[src/rtl/clk_pkg.sv]
// Shared constants, run-control states and increment helper for the clk25 enable generators.
package clk_pkg;

  localparam longint unsigned CLK_HZ = 25_000_000;
  localparam int              ACC_W  = 24;

  typedef enum logic [1:0] {
    RUN,
    HALT,
    STEP_WAIT
  } run_state_t;

  // round(2^ACC_W * hz / CLK_HZ); hz * 2^24 stays well inside 64 bits for any sub-clk25 rate
  function automatic logic [ACC_W-1:0] phase_inc(input longint unsigned hz);
    longint unsigned num;
    num = (hz << ACC_W) + (CLK_HZ / 2);
    return ACC_W'(num / CLK_HZ);
  endfunction

endpackage

[src/rtl/phase_acc.sv]
// Free-running phase accumulator; carry is the registered carry-out of each add.
module phase_acc #(
  parameter int          ACC_W = 24,
  parameter int unsigned INC   = 1
) (
  input  logic clk25,
  input  logic rst,
  output logic carry
);

  logic [ACC_W-1:0] acc_p0;
  logic [ACC_W:0]   sum;
  logic             carry_p1;

  assign sum = {1'b0, acc_p0} + (ACC_W+1)'(INC);

  // accumulate stage: wrap is intentional, carry-out becomes the enable one cycle later
  always_ff @(posedge clk25) begin
    if (rst) begin
      acc_p0   <= '0;
      carry_p1 <= 1'b0;
    end else begin
      acc_p0   <= sum[ACC_W-1:0];
      carry_p1 <= sum[ACC_W];
    end
  end

  assign carry = carry_p1;

endmodule

[src/rtl/clock_enables.sv]
// Master clock-enable generator for the clk25 domain: CPU and UART phase accumulators,
// 1 kHz power-up tick, and CPU run/halt/single-step control.
module clock_enables
  import clk_pkg::*;
#(
  parameter int          ACC_W    = 24,
  parameter int unsigned CPU_INC  = 32'(phase_inc(1_000_000)),
  parameter int unsigned UART_INC = 32'(phase_inc(1_843_200)),
  parameter int          PWR_DIV  = 25000
) (
  input  logic clk25,
  input  logic rst,
  input  logic halt_req,
  input  logic run_req,
  input  logic step_req,
  output logic cpu_clken,
  output logic uart_clken,
  output logic pwr_tick,
  output logic step_ack,
  output logic halted
);

  localparam int               PWR_W    = $clog2(PWR_DIV);
  localparam logic [PWR_W-1:0] PWR_LAST = PWR_W'(PWR_DIV - 1);

  logic             cpu_carry;
  logic             uart_carry;
  logic [PWR_W-1:0] pwr_cnt;
  logic             pwr_tick_p1;
  run_state_t       state;
  run_state_t       state_nxt;
  logic             cpu_en;
  logic             ack_en;

  phase_acc #(.ACC_W(ACC_W), .INC(CPU_INC)) u_cpu_acc (
    .clk25 (clk25),
    .rst   (rst),
    .carry (cpu_carry)
  );

  phase_acc #(.ACC_W(ACC_W), .INC(UART_INC)) u_uart_acc (
    .clk25 (clk25),
    .rst   (rst),
    .carry (uart_carry)
  );

  // power tick stage: pulse registered on the cycle the counter wraps back to 0
  always_ff @(posedge clk25) begin
    if (rst) begin
      pwr_cnt     <= '0;
      pwr_tick_p1 <= 1'b0;
    end else if (pwr_cnt == PWR_LAST) begin
      pwr_cnt     <= '0;
      pwr_tick_p1 <= 1'b1;
    end else begin
      pwr_cnt     <= pwr_cnt + PWR_W'(1);
      pwr_tick_p1 <= 1'b0;
    end
  end

  always_ff @(posedge clk25) begin
    if (rst) state <= RUN;
    else     state <= state_nxt;
  end

  // halt wins over run, run over step; a pending step is released by the next CPU carry
  always_comb begin
    state_nxt = state;
    cpu_en    = 1'b0;
    ack_en    = 1'b0;
    case (state)
      RUN: begin
        if (halt_req) state_nxt = HALT;
        else          cpu_en    = cpu_carry;
      end
      HALT: begin
        if (halt_req)      state_nxt = HALT;
        else if (run_req)  state_nxt = RUN;
        else if (step_req) state_nxt = STEP_WAIT;
      end
      STEP_WAIT: begin
        if (run_req) begin
          state_nxt = RUN;
          cpu_en    = cpu_carry;
        end else if (cpu_carry) begin
          state_nxt = HALT;
          cpu_en    = 1'b1;
          ack_en    = 1'b1;
        end
      end
      default: state_nxt = RUN;
    endcase
  end

  // outputs are forced low while reset is asserted, including the cycle it is sampled
  assign cpu_clken  = cpu_en & ~rst;
  assign step_ack   = ack_en & ~rst;
  assign uart_clken = uart_carry & ~rst;
  assign pwr_tick   = pwr_tick_p1 & ~rst;
  assign halted     = (state != RUN) & ~rst;

endmodule

[config.mk]
export PLATFORM = sky130hd
export DESIGN_NAME = clock_enables
export DESIGN_NICKNAME = d
export VERILOG_FILES = /design/src/rtl/clk_pkg.sv /design/src/rtl/phase_acc.sv /design/src/rtl/clock_enables.sv
export SDC_FILE = /design/constraint.sdc
export NUM_CORES = 1
export LEC_CHECK = 0
export ABC_AREA = 0
export BUFFER_PORTS_ARGS = -buffer_cell sky130_fd_sc_hd__buf_2
export CELL_PAD_IN_SITES_DETAIL_PLACEMENT = 1
export CELL_PAD_IN_SITES_GLOBAL_PLACEMENT = 2
export CORE_MARGIN = 1.5
export CORE_UTILIZATION = 30
export CTS_BUF_LIST = sky130_fd_sc_hd__clkbuf_8
export DETAILED_ROUTE_END_ITERATION = 7
export PLACE_DENSITY_LB_ADDON = 0.1
export SKIP_LAST_GASP = 1
export SYNTH_ARGS = -nofsm -noshare
export SYNTH_HDL_FRONTEND = slang
export SYNTH_SLANG_ARGS = --single-unit
[constraint.sdc]
create_clock -name clk25 -period 1.73 [get_ports clk25]
set_input_delay 0.0865 -clock clk25 [delete_from_list [all_inputs] [get_ports clk25]]
set_output_delay 0.0865 -clock clk25 [all_outputs]
set_load 0.01 [all_outputs]
## Word level (Yosys, flattened, before mapping)

Cells that the tools add are included.

| cells by class | value |
|---|---|
| reductions and logical operators | 4 |
| div/mod/pow operators | 0 |
| shifts and indexed selects | 0 |
| multiply operators | 0 |
| order comparisons | 0 |
| bitwise gates (word level) | 6 |
| equal/unequal tests | 6 |
| add/subtract/negate cells | 3 |
| mux-type cells | 14 |

Operators with widths:

| operator | count |
|---|---|
| 24-bit by 20-bit adder with 25-bit output, second input constant | 1 |
| 24-bit by 21-bit adder with 25-bit output, second input constant | 1 |
| 15-bit by 1-bit adder with 15-bit output, second input constant | 1 |
| 15-bit == test, second input constant | 1 |
| 2-bit two-way mux | 6 |
| 1-bit two-way mux | 6 |
| 2-bit one-hot mux with 3 select lines | 1 |
| 1-bit bitwise AND | 5 |
| 4-bit inequality test, second input constant | 1 |
| 3-bit by 2-bit inequality test with 1-bit output, second input constant | 1 |
| 3-bit AND reduction | 1 |
| 2-bit by 1-bit == test with 1-bit output, second input constant | 1 |
| 2-bit == test, second input constant | 1 |
| 2-bit logical NOT | 1 |
| 2-bit inequality test, second input constant | 1 |
| 1-bit one-hot mux with 2 select lines | 1 |
| 2-bit nonzero test | 1 |
| 2-bit OR reduction | 1 |
| 1-bit inverter | 1 |

| word-level totals | value |
|---|---|
| bits of input ports | 5 |
| memory bits (writable) | 0 |
| memories | 0 |
| output and inout bits | 5 |
| flip-flop bits (word level) | 68 |
| word-level logic and storage cells | 40 |
| memory bits (read-only) | 0 |
| bits in latches | 0 |

## Depth between registers and ports, before layout

Gate-level depths: netlist of run 1.

| logic depth | value |
|---|---|
| word-level depth | 4 |
| gate-level depth with buffers | 7 |
| depth with buffers taken out | 7 |

## By module

From an unflattened synthesis of run 1, not the netlist that was laid out.

| unflattened totals | value |
|---|---|
| cell total of the unflattened synthesis | 362 |
| area, all modules | 3274.4 um2 |

By module, submodules not included:

| module | cells an instance | sequential area each (um2) | instances | area an instance (um2) |
|---|---|---|---|---|
| phase_acc at u_uart_acc | 134 | 500.5 | 1 | 1213.7 |
| phase_acc at u_cpu_acc | 131 | 500.5 | 1 | 1172.4 |
| clock_enables | 97 | 360.3 | 1 | 888.4 |

## Worst setup path after synthesis of run 1

OpenSTA, ideal clock, no wires.

| path | value |
|---|---|
| kind | flip-flop to flip-flop |
| start point | register pwr_cnt[0] |
| end point | register pwr_cnt[10] |
| data arrival time | 1481 ps |
| path slack | 121 ps |
| buffers on the path | 1 |
| library setup time | 128 ps |
| stages on the path, launching flop included | 8 |
| clock period less this slack | 1609 ps |
| required time | 1602 ps |
| cells stage by stage | dfxtp_1 ha_1 nand2_1 nor4_1 nand3_1 nand2b_1 clkbuf_1 nor2_1 |

| between the ends | value |
|---|---|
| cells in the longest elaborated chain, start to end | 2 |
| elaborated cells on any way between the ends | 3 |
| those cells by class | add/sub (1); eq/ne (1); reduce/logical (1) |

Ends and longest elaborated chain:

| what | RTL line | text |
|---|---|---|
| start, declared | clock_enables.sv:28 | `logic [PWR_W-1:0] pwr_cnt;` |
| start signal, assigned | clock_enables.sv:56 | `pwr_cnt <= pwr_cnt + PWR_W'(1);` |
| parallel branches: the longest is 2 deep, another holds 15-bit by 1-bit adder with 15-bit output | n/a |  |

Several ways; the timed one is not identified.
A chain may end at the register's enable or synchronous reset.

## Final worst setup path of run 1

| path | value |
|---|---|
| start point | register u_uart_acc.acc_p0[8] |
| end point | register u_uart_acc.acc_p0[22] |

| between the ends | value |
|---|---|
| cells in the longest elaborated chain, start to end | 1 |

Ends and longest elaborated chain:

| what | RTL line | text |
|---|---|---|
| start, declared | phase_acc.sv:11 | `logic [ACC_W-1:0] acc_p0;` |
| start signal, assigned | phase_acc.sv:23 | `acc_p0 <= sum[ACC_W-1:0];` |
| 24-bit by 21-bit adder with 25-bit output | phase_acc.sv:15 | `assign sum = {1'b0, acc_p0} + (ACC_W+1)'(INC);` |

No other way between the ends.

==> impl_metrics.json, run 1 <==
{
  "finalHoldViolations": 0,
  "io_pins": 10,
  "groute.usage.overall": 0.136,
  "core_mm2": 0.0102,
  "vias": 2600,
  "worstPathMaxFanout": 5,
  "setup_viol_count_final": 0,
  "drive_gt1_frac": 0.192,
  "synthFlopType": "dfxtp_1",
  "p_leak_nw": 1.44,
  "first_pass_iters": 4,
  "synth_cell_types": 56,
  "synth-async-reset-ratio": 0,
  "worstHoldPathType": "in -> reg",
  "slew_headroom": 0.693,
  "whs_ns": 0.125,
  "cts_buffers": 9,
  "die_area_mm2": 0.0110,
  "wl_per_cell_um": 13.1,
  "max-vdd-ir-drop_mv": 0.555,
  "cts_tree": "yes",
  "grt_max_degree": 27,
  "yosys_warnings": 0,
  "die_h_um": 105,
  "io_buffers": 9,
  "remaining_drc_errors": 0,
  "wl_mm": 7.03,
  "fin_skew_ns": 0.0106,
  "p_per_area_mw_per_mm2": 1360,
  "grt_pass1_wl_mm": 12.0,
  "fin_setup_tns_ns": 0,
  "syn2layout_area_growth_pct": 21.8,
  "grt.overflow.total": 0,
  "start_util": 0.306,
  "start_kind": "flop",
  "period_share": 0.972,
  "final_max_slew_viol_count": 0,
  "htree_levels": 3,
  "synth_area_mm2": 0.00312,
  "diodes": 0,
  "dp_hpwl_mm": 4.97,
  "worst_pin_slew_ns": 0.455,
  "syn_nets": 367,
  "power_w": 0.00518,
  "outcome": "finished clean",
  "fin_crit_ns": 1.68,
  "crit_type": "reg -> reg",
  "antenna_left": 0,
  "worst_ep_arrival_time_ns": 1.95,
  "post-cts-setup-buffer-count": 0,
  "grt_pass1_vias": 2606,
  "synth_seq_cells": 68,
  "placed_area_mm2": 0.00353,
  "drt_first_iter_violations": 56,
  "cts_root_buffer": "clkbuf_8",
  "end_kind": "flop",
  "rows": 37,
  "fmax_mhz": 595,
  "synth_edf_count": 0,
  "cts.reportedPaths.clkPinSlew_ns": 0.08,
  "clock_latency_ns": 0.34,
  "dieWidth_um": 105,
  "avgSynthCellArea_um2": 8.68,
  "syn_inst": 359,
  "layout_commonest_cell": "dfxtp_1",
  "antenna_found_initial": 0,
  "final_cell_area_mm2": 0.00380,
  "cts.path.max_buffers": 2,
  "ys_seq_area_frac": 0.437,
  "cap_violations": 0,
  "gp_congestion": 0.707,
  "final_cell_mix": "dfxtp_1, nor2_1, buf_4, nand2_1, a21oi_1",
  "required_ns": 2.00,
  "clkSinkCount": 68,
  "rsz0062_at_grt": "true",
  "viasPerCell": 4.84,
  "final_nets": 406
}
==> cells in the mapped netlist (4+ instances only) <==
cell | n | area (um^2)
a21o_1 | 4 | 30.0
a21oi_1 | 23 | 115
buf_1 | 4 | 15.0
clkbuf_1 | 9 | 33.8
dfxtp_1 | 68 | 1360
inv_1 | 7 | 26.3
nand2_1 | 21 | 78.8
nand2b_1 | 5 | 31.3
nand3_1 | 19 | 95.1
nand4b_1 | 4 | 35.0
nor2_1 | 59 | 221
nor2b_1 | 6 | 37.5
nor3_1 | 14 | 70.1
nor3b_1 | 6 | 45.0
nor4_1 | 4 | 25.0
o211ai_1 | 4 | 30.0
o21ai_0 | 11 | 55.1
xnor2_1 | 20 | 175
xor2_1 | 16 | 140
==> per-layer routing <==
metal	vias to the layer above	routed length (um)	global-route usage
li1	1335	-	-
met1	1244	3550	0.181
met2	13	3260	0.216
met3	8	116	0.0262
met4	0	111	0.0587
met5	-	0	0
==> flip-flops by register name, indices dropped and copies added, names as in the netlist <==
name,count
u_uart_acc.carry,1
state,2
u_cpu_acc.carry,1
pwr_tick_p1,1
u_uart_acc.acc_p0,24
u_cpu_acc.acc_p0,24
pwr_cnt,15
==> critical path: stages (launching register included) <==
cell,delay [ns]
dfxtp_1,0.33
nor4_4,0.35
and3_4,0.27
a32oi_4,0.13
or3b_1,0.37
a31oi_1,0.16
==> power breakdown <==
| group | total [W] | internal [W] | leakage, nW | switching [W] |
|---|---|---|---|---|
| combinational | 0.00168 | 0.000842 | 0.780 | 0.000838 |
| sequential | 0.00219 | 0.00187 | 0.560 | 0.000324 |
| clock | 0.00131 | 0.000722 | 0.102 | 0.000587 |
| total | 0.00518 | 0.00343 | 1.44 | 0.00175 |
==> worst paths after layout <==
path | end | slack (ns) | cells after the start | from
max reg2reg | u_uart_acc.acc_p0[22] | 0.05 | 5 | u_uart_acc.acc_p0[8]
min reg2reg | u_uart_acc.acc_p0[0] | 0.42 | 1 | u_uart_acc.acc_p0[0]
max | u_uart_acc.acc_p0[22] | 0.05 | 5 | u_uart_acc.acc_p0[8]
min | state[1] | 0.13 | 4 | halt_req
==> stage by stage <==
step           std cells  setup WS [ns]   util
6_report             537         0.0484  0.373
5_1_grt              537        -0.0405  0.373
4_1_cts              537        -0.0535  0.366
3_5_place_dp         522        -0.0183  0.347
3_3_place_gp         522         0.0225  0.347
2_1_floorplan        359          0.121      -
==> area by class of cell <==
type                            instances  area (um^2)
Tap cell                              136          170
Timing Repair Buffer                   42          308
Clock buffer                           11          151
Multi-Input combinational cell        270         1740
Fill cell                            1242         6390
Clock inverter                          3         38.8
Sequential cell                        68         1360
Inverter                                7         26.3
==> cell families after synthesis <==
logic type	count (synthesis)	synth area share
multiplexers	1	0.00321
XOR/XNOR	36	0.101
adder cells (fa/ha/maj)	3	0.0120
buffers and inverters	21	0.0257
AO/OA/AOI/OAI	70	0.158
flip-flops	68	0.437
AND/OR/NAND/NOR	160	0.263
==> repair_timing <==
item,4_1_cts,5_1_grt
pin swaps,2,2
hold buffers,1,0
resized for setup,1,15
hold endpoints to repair,1,0
endpoints found under the setup margin,4,28
No activity file was read; power rests on OpenSTA's default activity.
==> run 2, diff against run 1 <==
--- a/config.mk
+++ b/config.mk
@@ -9,6 +9,7 @@
 export BUFFER_PORTS_ARGS = -buffer_cell sky130_fd_sc_hd__buf_2
 export CELL_PAD_IN_SITES_DETAIL_PLACEMENT = 1
 export CELL_PAD_IN_SITES_GLOBAL_PLACEMENT = 2
+export CORE_ASPECT_RATIO = 1.4
 export CORE_MARGIN = 1.5
 export CORE_UTILIZATION = 30
 export CTS_BUF_LIST = sky130_fd_sc_hd__clkbuf_8
==> constraint.sdc (replaced) <==
create_clock -name clk25 -period 1.73 [get_ports clk25]
set_input_delay 0.173 -clock clk25 [delete_from_list [all_inputs] [get_ports clk25]]
set_output_delay 0.173 -clock clk25 [all_outputs]
set_load 0.01 [all_outputs]
==> impl_metrics.json, run 2 (same netlist as run 1, synthesis figures left out) <==
{
  "start_util": 0.311,
  "first_pass_iters": 4,
  "dp.cells": 516,
  "cts.path.max_buffers": 2,
  "setup_viol_count_final": 0,
  "cts.reportedPaths.clkPinSlew_ns": 0.08,
  "fin_skew_ns": 0.00682,
  "worst_pin_slew_ns": 0.449,
  "reg_top3": "u_cpu_acc.acc_p0 x24, u_uart_acc.acc_p0 x24, pwr_cnt x15",
  "fin_crit_ns": 1.66,
  "groute.usage.overall": 0.144,
  "drt_first_iter_violations": 57,
  "period_share": 0.960,
  "io_pins": 10,
  "diodes": 0,
  "worst_ep_arrival_time_ns": 1.94,
  "critPathTopFamily": "simple AND/OR/NAND/NOR gates",
  "critical_path_buf_inv_count": 0,
  "ctsHoldBuffers": 0,
  "placed_area_mm2": 0.00348,
  "dieWidth_um": 89.1,
  "viasPerCell": 4.89,
  "fin_setup_tns_ns": 0,
  "p_leak_nw": 1.41,
  "gp_congestion": 0.705,
  "final_nets": 401,
  "switching_share": 0.345,
  "io_buffers": 9,
  "drive_gt1_frac": 0.171,
  "p_per_area_mw_per_mm2": 1360,
  "cts_root_buffer": "clkbuf_8",
  "antenna_found_initial": 0,
  "max-vdd-ir-drop_mv": 0.658,
  "postLayoutSetupSlackWorst_ns": 0.0696,
  "cts_tree": "yes",
  "clock_latency_ns": 0.35,
  "fmax_mhz": 602,
  "layout_commonest_cell": "dfxtp_1",
  "wl_mm": 7.06,
  "pwr-share-seq": 0.433,
  "wl_per_cell_um": 13.2,
  "final_cell_area_mm2": 0.00370,
  "slew_headroom": 0.701,
  "rsz0062_at_grt": "true",
  "vias": 2604,
  "fin_util": 0.370,
  "final_cells": 533,
  "crit_type": "reg -> reg",
  "worstHoldPathType": "in -> reg",
  "clkSinkCount": 68,
  "htree_levels": 3,
  "core_mm2": 0.0100,
  "pwr-share-clk": 0.250,
  "required_ns": 2.01,
  "p_int_w": 0.00331,
  "cap_violations": 0,
  "worstPathMaxFanout": 5,
  "cp_slowest_stage_delay_ns": 0.37,
  "crit_slowest_cell": "or3b_1",
  "grt_pass1_vias": 2679,
  "dp_hpwl_mm": 5.22,
  "die_h_um": 124,
  "p_comb_frac": 0.317,
  "start_kind": "flop",
  "syn2layout_area_growth_pct": 18.7,
  "final_cell_mix": "dfxtp_1, nor2_1, buf_4, a21oi_1, nand2_1",
  "final_max_slew_viol_count": 0,
  "cts_buffers": 9,
  "outcome": "finished clean",
  "remaining_drc_errors": 0,
  "netSwitchingPower_w": 0.00174,
  "grt_max_degree": 26,
  "grt.overflow.total": 0,
  "finalHoldViolations": 0,
  "end_kind": "flop",
  "path_cells": "nor4_4 > and3_4 > a32oi_4 > or3b_1 > a31oi_1",
  "grt_pass1_wl_mm": 12.3,
  "rows": 43,
  "pre_cts_ws_ns": 0.0224,
  "antenna_left": 0,
  "die_area_mm2": 0.0110
}
[run 2: changes by cell type in the layout (fill, tap and decap cells not counted), sizes merged]
cell	previous run	this run
clkbuf	11	9
dlygate4sd3	1	0
clkinv	1	5
buf	41	37
[run 2: metrics by stage]
step	power, W	hold WS [ns]
after CTS	0.00513	0.0622
after floorplan	0.00329	0.252
after global routing	0.00544	0.0727
after detailed placement	0.00382	0.434
after global placement	0.00379	0.420
final	0.00505	0.0695
[run 2: area by class of cell]
cell class / count / area (um^2)
Clock buffer: 9 / 124
Clock inverter: 7 / 58.8
Fill cell: 1243 / 6310
Inverter: 7 / 26.3
Multi-Input combinational cell: 270 / 1700
Sequential cell: 68 / 1360
Tap cell: 135 / 169
Timing Repair Buffer: 37 / 255
[run 2: worst paths after layout]
kind                         from               endpoint  slack (ns)  cells past startpoint
min                       run_req               state[1]        0.07                      2
min reg2reg  u_uart_acc.acc_p0[0]   u_uart_acc.acc_p0[0]        0.41                      1
max          u_uart_acc.acc_p0[9]  u_uart_acc.acc_p0[22]        0.07                      5
max reg2reg  u_uart_acc.acc_p0[9]  u_uart_acc.acc_p0[22]        0.07                      5
[run 2: power by group through the flow]
stage	registers (W)	logic, W	clock network, W
3_5_place_dp	0.00222	0.00160	0
5_1_grt	0.00224	0.00181	0.00139
6_report	0.00219	0.00160	0.00126
2_1_floorplan	0.00216	0.00113	0
3_3_place_gp	0.00222	0.00157	0
4_1_cts	0.00219	0.00161	0.00132
[run 2: timing repair]
action | in CTS | in global routing
setup endpoints to repair | 1 | 15
pin swaps | 1 | 5
buffers inserted | 0 | 1
gates resized for setup | 0 | 7
[run 2: metal layers]
metal	share of wire	wire [um]	GRT usage
met5	0	0	0
met4	0.017	119	0.0625
met3	0.019	133	0.0358
met2	0.52	3700	0.252
met1	0.44	3110	0.165
==> run 3, diff against run 2 <==
--- a/config.mk
+++ b/config.mk
@@ -14,6 +14,7 @@
 export CORE_UTILIZATION = 30
 export CTS_BUF_LIST = sky130_fd_sc_hd__clkbuf_8
 export DETAILED_ROUTE_END_ITERATION = 7
+export HOLD_SLACK_MARGIN = 0.12
 export PLACE_DENSITY_LB_ADDON = 0.1
 export SKIP_LAST_GASP = 1
 export SYNTH_ARGS = -nofsm -noshare
==> impl_metrics.json, run 3 (same netlist as run 1, synthesis figures left out) <==
{
  "path_cells": "nor4_4 > and3_4 > a32oi_4 > or3b_1 > a31oi_1",
  "worstHoldPathType": "in -> reg",
  "clock_latency_ns": 0.35,
  "grt_max_degree": 26,
  "rsz0062_at_grt": "true",
  "required_ns": 2.01,
  "remaining_drc_errors": 0,
  "dp.cells": 516,
  "reg_top3": "u_cpu_acc.acc_p0 x24, u_uart_acc.acc_p0 x24, pwr_cnt x15",
  "drive_gt1_frac": 0.170,
  "io_pins": 10,
  "placed_area_mm2": 0.00348,
  "groute.usage.overall": 0.145,
  "start_kind": "flop",
  "wl_mm": 7.06,
  "max-vdd-ir-drop_mv": 0.658,
  "fin_skew_ns": 0.00688,
  "cts.path.max_buffers": 2,
  "slew_headroom": 0.700,
  "reg2reg_to": "u_uart_acc.acc_p0[22]",
  "min_to": "state[1]",
  "final_cells": 534,
  "crit_type": "reg -> reg",
  "outcome": "finished clean",
  "p_per_area_mw_per_mm2": 1360,
  "worst_pin_slew_ns": 0.450,
  "cp_slowest_stage_delay_ns": 0.37,
  "r2r_cells": 5,
  "antenna_left": 0,
  "crit_slowest_cell": "or3b_1",
  "start_util": 0.311,
  "core_mm2": 0.0100,
  "critPathTopFamily": "simple AND/OR/NAND/NOR gates",
  "grt.overflow.total": 0,
  "die_h_um": 124,
  "final_cell_mix": "dfxtp_1, nor2_1, buf_4, a21oi_1, nand2_1",
  "first_pass_iters": 4,
  "fillers": 1244,
  "final_cell_area_mm2": 0.00371,
  "fmax_mhz": 602,
  "p_leak_nw": 1.41,
  "rows": 43,
  "grt_pass1_wl_mm": 12.3,
  "cts_root_buffer": "clkbuf_8",
  "finalHoldViolations": 0,
  "vias": 2612,
  "final_nets": 402,
  "setup_viol_count_final": 0,
  "drt_first_iter_violations": 52,
  "layout_commonest_cell": "dfxtp_1",
  "period_share": 0.960,
  "syn2layout_area_growth_pct": 19.1,
  "cts_tree": "yes",
  "dp_hpwl_mm": 5.22,
  "clkSinkCount": 68,
  "worstReg2RegStart": "u_uart_acc.acc_p0[9]",
  "fin_crit_ns": 1.66,
  "wl_per_cell_um": 13.2,
  "die_area_mm2": 0.0110,
  "diodes": 0,
  "viasPerCell": 4.89,
  "htree_levels": 3,
  "cts_buffers": 9,
  "cts.reportedPaths.clkPinSlew_ns": 0.08,
  "grt_pass1_vias": 2689,
  "dieWidth_um": 89.1,
  "ff2ff_setup_slack_ns": 0.07,
  "critical_path_buf_inv_count": 0,
  "whs_path_depth": 4,
  "min-delay-start": "halt_req",
  "end_kind": "flop",
  "worstPathMaxFanout": 5,
  "antenna_found_initial": 0,
  "cap_violations": 0,
  "fin_util": 0.371,
  "gp_congestion": 0.705,
  "final_max_slew_viol_count": 0,
  "io_buffers": 9,
  "cp.depth": 5,
  "worst_ep_arrival_time_ns": 1.94
}
==> run 3: report_power, final <==
| part | switching [W] | total [W] | internal, W |
|---|---|---|---|
| sequential | 0.000318 | 0.00219 | 0.00187 |
| combinational | 0.000812 | 0.00161 | 0.000794 |
| clock | 0.000611 | 0.00126 | 0.000648 |
| total | 0.00174 | 0.00505 | 0.00331 |
==> run 3: repair_timing <==
item	4_1_cts	5_1_grt
buffers inserted	0	1
endpoints found under the hold margin	1	0
pin swaps	1	5
gates resized for setup	0	7
endpoints found under the setup margin	1	15
hold buffers	1	0
==> run 3: how the worst max path moves through the flow <==
stage	start	to	slack [ns]
final	u_uart_acc.acc_p0[9]	u_uart_acc.acc_p0[22]	0.07
after global routing	u_uart_acc.acc_p0[9]	u_uart_acc.acc_p0[22]	-0.06
after CTS	u_uart_acc.acc_p0[8]	u_uart_acc.acc_p0[22]	0.001
after detailed placement	u_uart_acc.acc_p0[9]	u_uart_acc.acc_p0[22]	0.02
after global placement	u_uart_acc.acc_p0[0]	u_uart_acc.acc_p0[14]	0.05
after floorplan	pwr_cnt[0]	pwr_cnt[10]	0.12
==> run 3: cell type report <==
class,instances,area (um^2),share of cell area
tap,135,169,0.0455
inverter,7,26.3,0.00708
timing repair buffer,38,265,0.0715
clock inverter,7,58.8,0.0158
clock buffer,9,124,0.0334
sequential,68,1360,0.367
multi-input combinational,270,1700,0.459
==> run 3: stage by stage <==
step | setup WS (ns) | hold slack [ns] | total power (W) | TNS, ns
floorplan | 0.121 | 0.252 | 0.00329 | 0
global placement | 0.0457 | 0.420 | 0.00379 | 0
detailed placement | 0.0224 | 0.434 | 0.00382 | 0
CTS | 0.000986 | 0.208 | 0.00513 | 0
global route | -0.0566 | 0.243 | 0.00544 | -0.126
finish | 0.0697 | 0.223 | 0.00505 | 0
==> run 3: tightest hold or removal path, cell delays in order <==
cell,delay [ns]
buf_2,0.12
nor4bb_1,0.06
a21oi_1,0.12
nor3_1,0.05
==> run 3: routing by layer <==
layer / global-route usage / up-vias / share of wire / wire (um)
li1: - / 1327 / - / -
met4: 0.0625 / 0 / 0.017 / 119
met1: 0.165 / 1267 / 0.43 / 3070
met5: 0 / - / 0 / 0
met3: 0.0358 / 9 / 0.019 / 133
met2: 0.254 / 9 / 0.53 / 3740
